## config.mk

```make
export PLATFORM = sky130hd
export DESIGN_NAME = game_input_sequencer
export DESIGN_NICKNAME = d
export VERILOG_FILES = /design/src/rtl/game_io_pkg.sv /design/src/rtl/input_debounce.sv /design/src/rtl/game_input_sequencer.sv
export SDC_FILE = /design/constraint.sdc
export NUM_CORES = 1
export LEC_CHECK = 0
export ABC_CLOCK_PERIOD_IN_PS = 3500
export BUFFER_PORTS_ARGS = -buffer_cell sky130_fd_sc_hd__buf_2
export CAP_MARGIN = 20
export CELL_PAD_IN_SITES_DETAIL_PLACEMENT = 1
export CELL_PAD_IN_SITES_GLOBAL_PLACEMENT = 2
export CORE_UTILIZATION = 41
export CTS_BUF_LIST = sky130_fd_sc_hd__clkbuf_16
export DETAILED_ROUTE_END_ITERATION = 16
export PLACE_DENSITY = 0.84
export SKIP_CTS_REPAIR_TIMING = 1
export SYNTH_ARGS = -nofsm -noshare
export SYNTH_HDL_FRONTEND = slang
export SYNTH_SLANG_ARGS = --single-unit
```

## constraint.sdc

```tcl
create_clock -name clk -period 3.5 [get_ports clk]
set_clock_uncertainty 0.15 [all_clocks]
set_input_delay 0.35 -clock clk [delete_from_list [all_inputs] [get_ports clk]]
set_output_delay 0.35 -clock clk [all_outputs]
set_load 0.02 [all_outputs]
```

## src/rtl/game_io_pkg.sv

```systemverilog
// Shared types and default timing constants for the game input sequencer.
// Holds the flap and reset state encodings plus a small width helper.
package game_io_pkg;

    typedef enum logic [1:0] {
        FLAP_IDLE  = 2'd0,
        FLAP_PRESS = 2'd1,
        FLAP_GAP   = 2'd2
    } flap_state_e;

    typedef enum logic {
        RST_HOLD = 1'b0,
        RST_RUN  = 1'b1
    } rst_state_e;

    localparam int DEF_N_SRC        = 3;
    localparam int DEF_DB_CYCLES    = 50000;
    localparam int DEF_PULSE_CYCLES = 200000;
    localparam int DEF_MIN_GAP      = 400000;
    localparam int DEF_RESET_HOLD   = 131071;

    function automatic int max_int(input int a, input int b);
        return (a > b) ? a : b;
    endfunction

endpackage

```

## src/rtl/input_debounce.sv

```systemverilog
// One fire source: 2-flop synchronizer, saturating debounce counter and a
// single-cycle press pulse on each 0->1 flip of the debounced level.
import game_io_pkg::*;

module input_debounce #(
    parameter int DB_CYCLES = DEF_DB_CYCLES
) (
    input  logic clk,
    input  logic sys_reset,
    input  logic raw_i,
    output logic deb_o,
    output logic press_o
);

    localparam int            CW       = $clog2(DB_CYCLES + 1);
    localparam logic [CW-1:0] CNT_LAST = CW'(DB_CYCLES - 1);
    localparam logic [CW-1:0] CNT_MAX  = CW'(DB_CYCLES);

    logic [1:0]    sync_q;
    logic          deb_q, deb_d;
    logic          press_q, press_d;
    logic [CW-1:0] cnt_q, cnt_d;

    always_comb begin
        deb_d   = deb_q;
        cnt_d   = cnt_q;
        press_d = 1'b0;
        if (sync_q[1] == deb_q) begin
            cnt_d = '0;
        end else if (cnt_q == CNT_LAST) begin
            deb_d   = ~deb_q;
            cnt_d   = '0;
            press_d = ~deb_q;
        end else if (cnt_q != CNT_MAX) begin
            cnt_d = cnt_q + 1'b1;
        end
    end

    always_ff @(posedge clk or negedge sys_reset) begin
        if (!sys_reset) begin
            sync_q  <= '0;
            deb_q   <= 1'b0;
            press_q <= 1'b0;
            cnt_q   <= '0;
        end else begin
            sync_q  <= {sync_q[0], raw_i};
            deb_q   <= deb_d;
            press_q <= press_d;
            cnt_q   <= cnt_d;
        end
    end

    assign deb_o   = deb_q;
    assign press_o = press_q;

endmodule

```

## src/rtl/game_input_sequencer.sv

```systemverilog
// Game reset sequencing plus arbitration of debounced fire sources into one
// rate-limited active-low button pulse stream. FLAP_QUEUE_EN adds a one-deep press queue.
//
// state      | meaning
// RST_HOLD   | core held in reset, counting request-free cycles
// RST_RUN    | core running
// FLAP_IDLE  | waiting for a press event
// FLAP_PRESS | button_n driven low for PULSE_CYCLES
// FLAP_GAP   | button_n high for MIN_GAP before another pulse may start
import game_io_pkg::*;

module game_input_sequencer #(
    parameter int N_SRC        = DEF_N_SRC,
    parameter int DB_CYCLES    = DEF_DB_CYCLES,
    parameter int PULSE_CYCLES = DEF_PULSE_CYCLES,
    parameter int MIN_GAP      = DEF_MIN_GAP,
    parameter int RESET_HOLD   = DEF_RESET_HOLD,
    localparam int GW          = (N_SRC > 1) ? $clog2(N_SRC) : 1
) (
    input  logic             clk,
    input  logic             sys_reset,
    input  logic             osd_reset_req,
    input  logic             hw_reset_req,
    input  logic [N_SRC-1:0] fire_src,
    output logic             game_reset_n,
    output logic             button_n,
    output logic [GW-1:0]    grant,
    output logic             busy
);

    localparam int             HCW        = $clog2(RESET_HOLD + 1);
    localparam logic [HCW-1:0] HCNT_LAST  = HCW'(RESET_HOLD - 1);
    localparam logic [HCW-1:0] HCNT_MAX   = HCW'(RESET_HOLD);
    localparam int             FMAX       = max_int(PULSE_CYCLES, MIN_GAP);
    localparam int             FCW        = $clog2(FMAX + 1);
    localparam logic [FCW-1:0] PULSE_LAST = FCW'(PULSE_CYCLES - 1);
    localparam logic [FCW-1:0] GAP_LAST   = FCW'(MIN_GAP - 1);
    localparam logic [FCW-1:0] FCNT_MAX   = FCW'(FMAX);

    logic [N_SRC-1:0] ev, unused_deb;
    logic             ev_any;
    logic [GW-1:0]    ev_idx;

    for (genvar g = 0; g < N_SRC; g++) begin : g_src
        input_debounce #(.DB_CYCLES(DB_CYCLES)) u_db (
            .clk       (clk),
            .sys_reset (sys_reset),
            .raw_i     (fire_src[g]),
            .deb_o     (unused_deb[g]),
            .press_o   (ev[g])
        );
    end

    always_comb begin
        ev_any = |ev;
        ev_idx = '0;
        for (int i = N_SRC - 1; i >= 0; i--) begin
            if (ev[i]) ev_idx = GW'(i);
        end
    end

    rst_state_e     rst_q, rst_d;
    logic [HCW-1:0] hcnt_q, hcnt_d;
    logic           req;

    assign req = osd_reset_req | hw_reset_req;

    always_comb begin
        rst_d  = rst_q;
        hcnt_d = hcnt_q;
        case (rst_q)
            RST_HOLD: begin
                if (req)                     hcnt_d = '0;
                else if (hcnt_q == HCNT_LAST) rst_d = RST_RUN;
                else if (hcnt_q != HCNT_MAX)  hcnt_d = hcnt_q + 1'b1;
            end
            RST_RUN: begin
                if (req) begin
                    rst_d  = RST_HOLD;
                    hcnt_d = '0;
                end
            end
            default: rst_d = RST_HOLD;
        endcase
    end

    flap_state_e    flap_q, flap_d;
    logic [FCW-1:0] fcnt_q, fcnt_d, fcnt_inc;
    logic [GW-1:0]  grant_q, grant_d;
`ifdef FLAP_QUEUE_EN
    logic           pend_q, pend_d;
    logic [GW-1:0]  pgrant_q, pgrant_d;
`endif

    assign fcnt_inc = (fcnt_q == FCNT_MAX) ? fcnt_q : fcnt_q + 1'b1;

    always_comb begin
        flap_d  = flap_q;
        fcnt_d  = fcnt_q;
        grant_d = grant_q;
`ifdef FLAP_QUEUE_EN
        pend_d   = pend_q;
        pgrant_d = pgrant_q;
`endif
        // Reset hold takes effect on the same edge the reset FSM enters HOLD.
        if (rst_d == RST_HOLD) begin
            flap_d = FLAP_IDLE;
            fcnt_d = '0;
`ifdef FLAP_QUEUE_EN
            pend_d = 1'b0;
`endif
        end else begin
`ifdef FLAP_QUEUE_EN
            if (flap_q != FLAP_IDLE && ev_any && !pend_q) begin
                pend_d   = 1'b1;
                pgrant_d = ev_idx;
            end
`endif
            case (flap_q)
                FLAP_IDLE: begin
                    if (ev_any) begin
                        flap_d  = FLAP_PRESS;
                        fcnt_d  = '0;
                        grant_d = ev_idx;
                    end
                end
                FLAP_PRESS: begin
                    if (fcnt_q == PULSE_LAST) begin
                        flap_d = FLAP_GAP;
                        fcnt_d = '0;
                    end else begin
                        fcnt_d = fcnt_inc;
                    end
                end
                FLAP_GAP: begin
                    if (fcnt_q == GAP_LAST) begin
                        flap_d = FLAP_IDLE;
                        fcnt_d = '0;
`ifdef FLAP_QUEUE_EN
                        if (pend_q) begin
                            flap_d  = FLAP_PRESS;
                            grant_d = pgrant_q;
                            pend_d  = 1'b0;
                        end else if (ev_any) begin
                            flap_d  = FLAP_PRESS;
                            grant_d = ev_idx;
                            pend_d  = 1'b0;
                        end
`endif
                    end else begin
                        fcnt_d = fcnt_inc;
                    end
                end
                default: flap_d = FLAP_IDLE;
            endcase
        end
    end

    logic game_reset_n_q, button_n_q, busy_q;

    always_ff @(posedge clk or negedge sys_reset) begin
        if (!sys_reset) begin
            rst_q          <= RST_HOLD;
            hcnt_q         <= '0;
            flap_q         <= FLAP_IDLE;
            fcnt_q         <= '0;
            grant_q        <= '0;
            game_reset_n_q <= 1'b0;
            button_n_q     <= 1'b1;
            busy_q         <= 1'b0;
`ifdef FLAP_QUEUE_EN
            pend_q         <= 1'b0;
            pgrant_q       <= '0;
`endif
        end else begin
            rst_q          <= rst_d;
            hcnt_q         <= hcnt_d;
            flap_q         <= flap_d;
            fcnt_q         <= fcnt_d;
            grant_q        <= grant_d;
            game_reset_n_q <= (rst_d == RST_RUN);
            button_n_q     <= (flap_d != FLAP_PRESS);
            busy_q         <= (flap_d != FLAP_IDLE);
`ifdef FLAP_QUEUE_EN
            pend_q         <= pend_d;
            pgrant_q       <= pgrant_d;
`endif
        end
    end

    assign game_reset_n = game_reset_n_q;
    assign button_n     = button_n_q;
    assign grant        = grant_q;
    assign busy         = busy_q;

endmodule
```

==> results.md <==
- Status: finished clean
- LEAKAGE: about 2.5 nW
- Async SR Flop Fraction: 100%
- Initial antenna violation count: 0
- Max Cap Violations: 0
- Relative slew slack: 60.4%
- EDFF count, synth: 0
- Via density: between 5 and 6
- DIE HEIGHT: approximately 120 um
- Setup crit end kind: flop
- Syn Std Cell Area: around 0.0053 mm^2
- CP startpoint kind: flop
- Setup ws final: approximately 0.73 ns
- DP Area: ~0.0055 mm^2
- Most frequent cell after synthesis: dfrtp_1
- RSZ-0062 raised after global routing: no
- Area fraction of the dominant cell type after synthesis: between 40% and 50%
- Worst-Skew Late Latency: approximately 0.35 ns
- Sw Pwr: 0.529 mW
- CTS tree: yes
- Slowest stage cell, crit path: nor4b_2
- H-tree depth: 3
- Cell type with the largest total area after synthesis: dfrtp_1
- Critical path type: reg2reg
- Final min period: ~2.8 ns
- Hold Fails Final Rpt: 0
- Critical Path AT: 2.84 ns
- Port Buf Inserts: 11
- Seq/Total Area, Yosys: slightly below 50%
- Place WS: roughly 0.71 ns
- CTS max path bufs: 2
- IO Count: 12
- Worst R2R Setup Slack: 0.73 ns
- Final Max Tran Viols: 0
- Crit path cell chain: inv_1 -> ha_1 -> nor4b_2 -> o21ai_0 -> a211oi_2 -> buf_4 -> nor3_1 -> xnor2_1 -> nor2_1
- 1st-iter DRT viols: approximately 180
- Row count: 41
- Synth Register Bits: 103
- DP HPWL: slightly below 8000 um
- Switching share of power: roughly 23%
- Tcrit/Tclk final: roughly four fifths
- Placed cell count: around 720
- Pin count of the biggest net entering global routing: 86
- Die Area: about 0.013 mm^2
- Setup TNS: 0 ns
- Number of global-route vias before repair: approximately 4200
- Root Buffer: clkbuf_16
- Synthesis-to-finish area growth: 11.0%
- CTS buffer count: 9
- Top FF cell, synth: dfrtp_1
- Gate power share: approximately 3.6%
- CP top delay family: simple AND/OR/NAND/NOR gates
- Share of cells above drive strength 1: about 8.8%
- Buf/Inv on CP: 2
- Clock share of power: a little over two fifths
- Syn Area/Cell: around 9.7 um^2
- Post-route DRC: 0
- Core Region: 0.0126 mm^2
- Sequential fraction of design power: roughly 53%
- Final GP Congestion: approximately 0.79
- Finished Layout Cells: 743
- Total Wirelength: roughly 12000 um
- GRT Util Overall: approximately a fifth
- CP Data Required Time: around 3.6 ns
- ANT nets after route: 0
- # clock sinks: 103
- DR WL/cell: 15.7 um
- Max FO, Critical Path: 18
- Yosys warns: 0
- Layout Utilization: 46.8%
- Drt first pass iters: 4
- Fin nets: 588
- Internal: between 1.5 and 2 mW
- Initial Utilization: a little over two fifths
- Total power: roughly 2.3 mW
- Post-synthesis cell count: roughly 550
- Dominant cells by area after synthesis: dfrtp_1, nor2_1, xnor2_1
- Routed via count: 3922
- Reg clk slew, reported paths: approximately 0.07 ns
- Max Freq: roughly 360 MHz
- Antenna cells: 0
- Unique cell type count in the Yosys netlist: 56
- VDD IR max: ~260 uV
- Setup violators final: 0
- WHS: just over 0.2 ns
- Die width: 116 um
- CP peak stage delay: around 0.56 ns
- Fin area: 0.00591 mm^2
- Top cells by count, synth: dfrtp_1, nor2_1, nand2_1, xnor2_1, xor2_1
- GRT overflow: 0
- Worst Hold Class: reg2reg
- First-pass GRT wire length: slightly above 20000 um
- Worst-margin pin slew: between 0.5 and 0.6 ns
- PD cells: between 300 and 400 mW/mm^2
- Syn Nets: about 570
==> path summary, 6_finish.rpt <==
kind / to / start / cells past startpoint
min reg2reg: g_src[0].u_db.sync_q[1] / g_src[0].u_db.sync_q[0] / 0
max reg2reg: fcnt_q[15] / flap_q[1] / 9
max in group asynchronous: g_src[0].u_db.cnt_q[8] / sys_reset / 4
max: fcnt_q[15] / flap_q[1] / 9
min: g_src[0].u_db.sync_q[1] / g_src[0].u_db.sync_q[0] / 0
min in group asynchronous: fcnt_q[4] / sys_reset / 2
==> power groups by stage <==
stage          Clock, mW  Combinational, mW  Sequential, mW
2_1_floorplan          0             0.0374            1.23
3_5_place_dp           0             0.0767            1.24
6_report            1.02             0.0829            1.22
3_3_place_gp           0             0.0732            1.24
5_1_grt             1.10             0.0980            1.22
4_1_cts             1.06             0.0778            1.21
==> registers in the layout, summed over array words and instances (netlist names) <==
signal / count
g_src.u_db.deb_o: 3
fcnt_q: 19
hcnt_q: 17
g_src.u_db.press_o: 3
button_n: 1
g_src.u_db.sync_q: 6
game_reset_n: 1
busy: 1
grant: 2
flap_q: 2
g_src.u_db.cnt_q: 48
==> final cells by class <==
class	instances	area (um^2)
Tap cell	172	215
Clock inverter	7	71.3
Inverter	26	97.6
Sequential cell	103	2580
Fill cell	1439	6710
Timing Repair Buffer	19	148
Clock buffer	9	225
Multi-Input combinational cell	407	2570
==> kinds of logic after synthesis <==
kind of cell    count (synthesis)  share of synthesized area [%]
xor+xnor                       69                           11.4
buf+inv                        39                           3.22
simple gates                  273                           25.7
mux                             5                           1.03
fa+ha+maj                      15                           3.53
flops                         103                           48.5
compound gates                 45                           6.70
==> per-layer routing <==
layer | wire [um] | GRT usage [%]
met4 | 109 | 4.44
met2 | 5930 | 33.2
met5 | 0 | 0
met3 | 305 | 5.18
met1 | 5340 | 24.2
==> cell usage in the layout (no fill, tap or decap), types with 5 or more instances in the layout <==
cell,instances
dfrtp_1,102
nor3b_1,7
nor4_1,5
nor3_1,23
nand3_1,30
nand4_1,18
a21oi_1,10
clkbuf_16,9
o21ai_0,8
nor2_1,97
and3_1,19
inv_1,28
xnor2_1,36
buf_2,10
xor2_1,33
nand2_1,43
ha_1,15
Note: power is estimated with default switching activity, not from simulation.
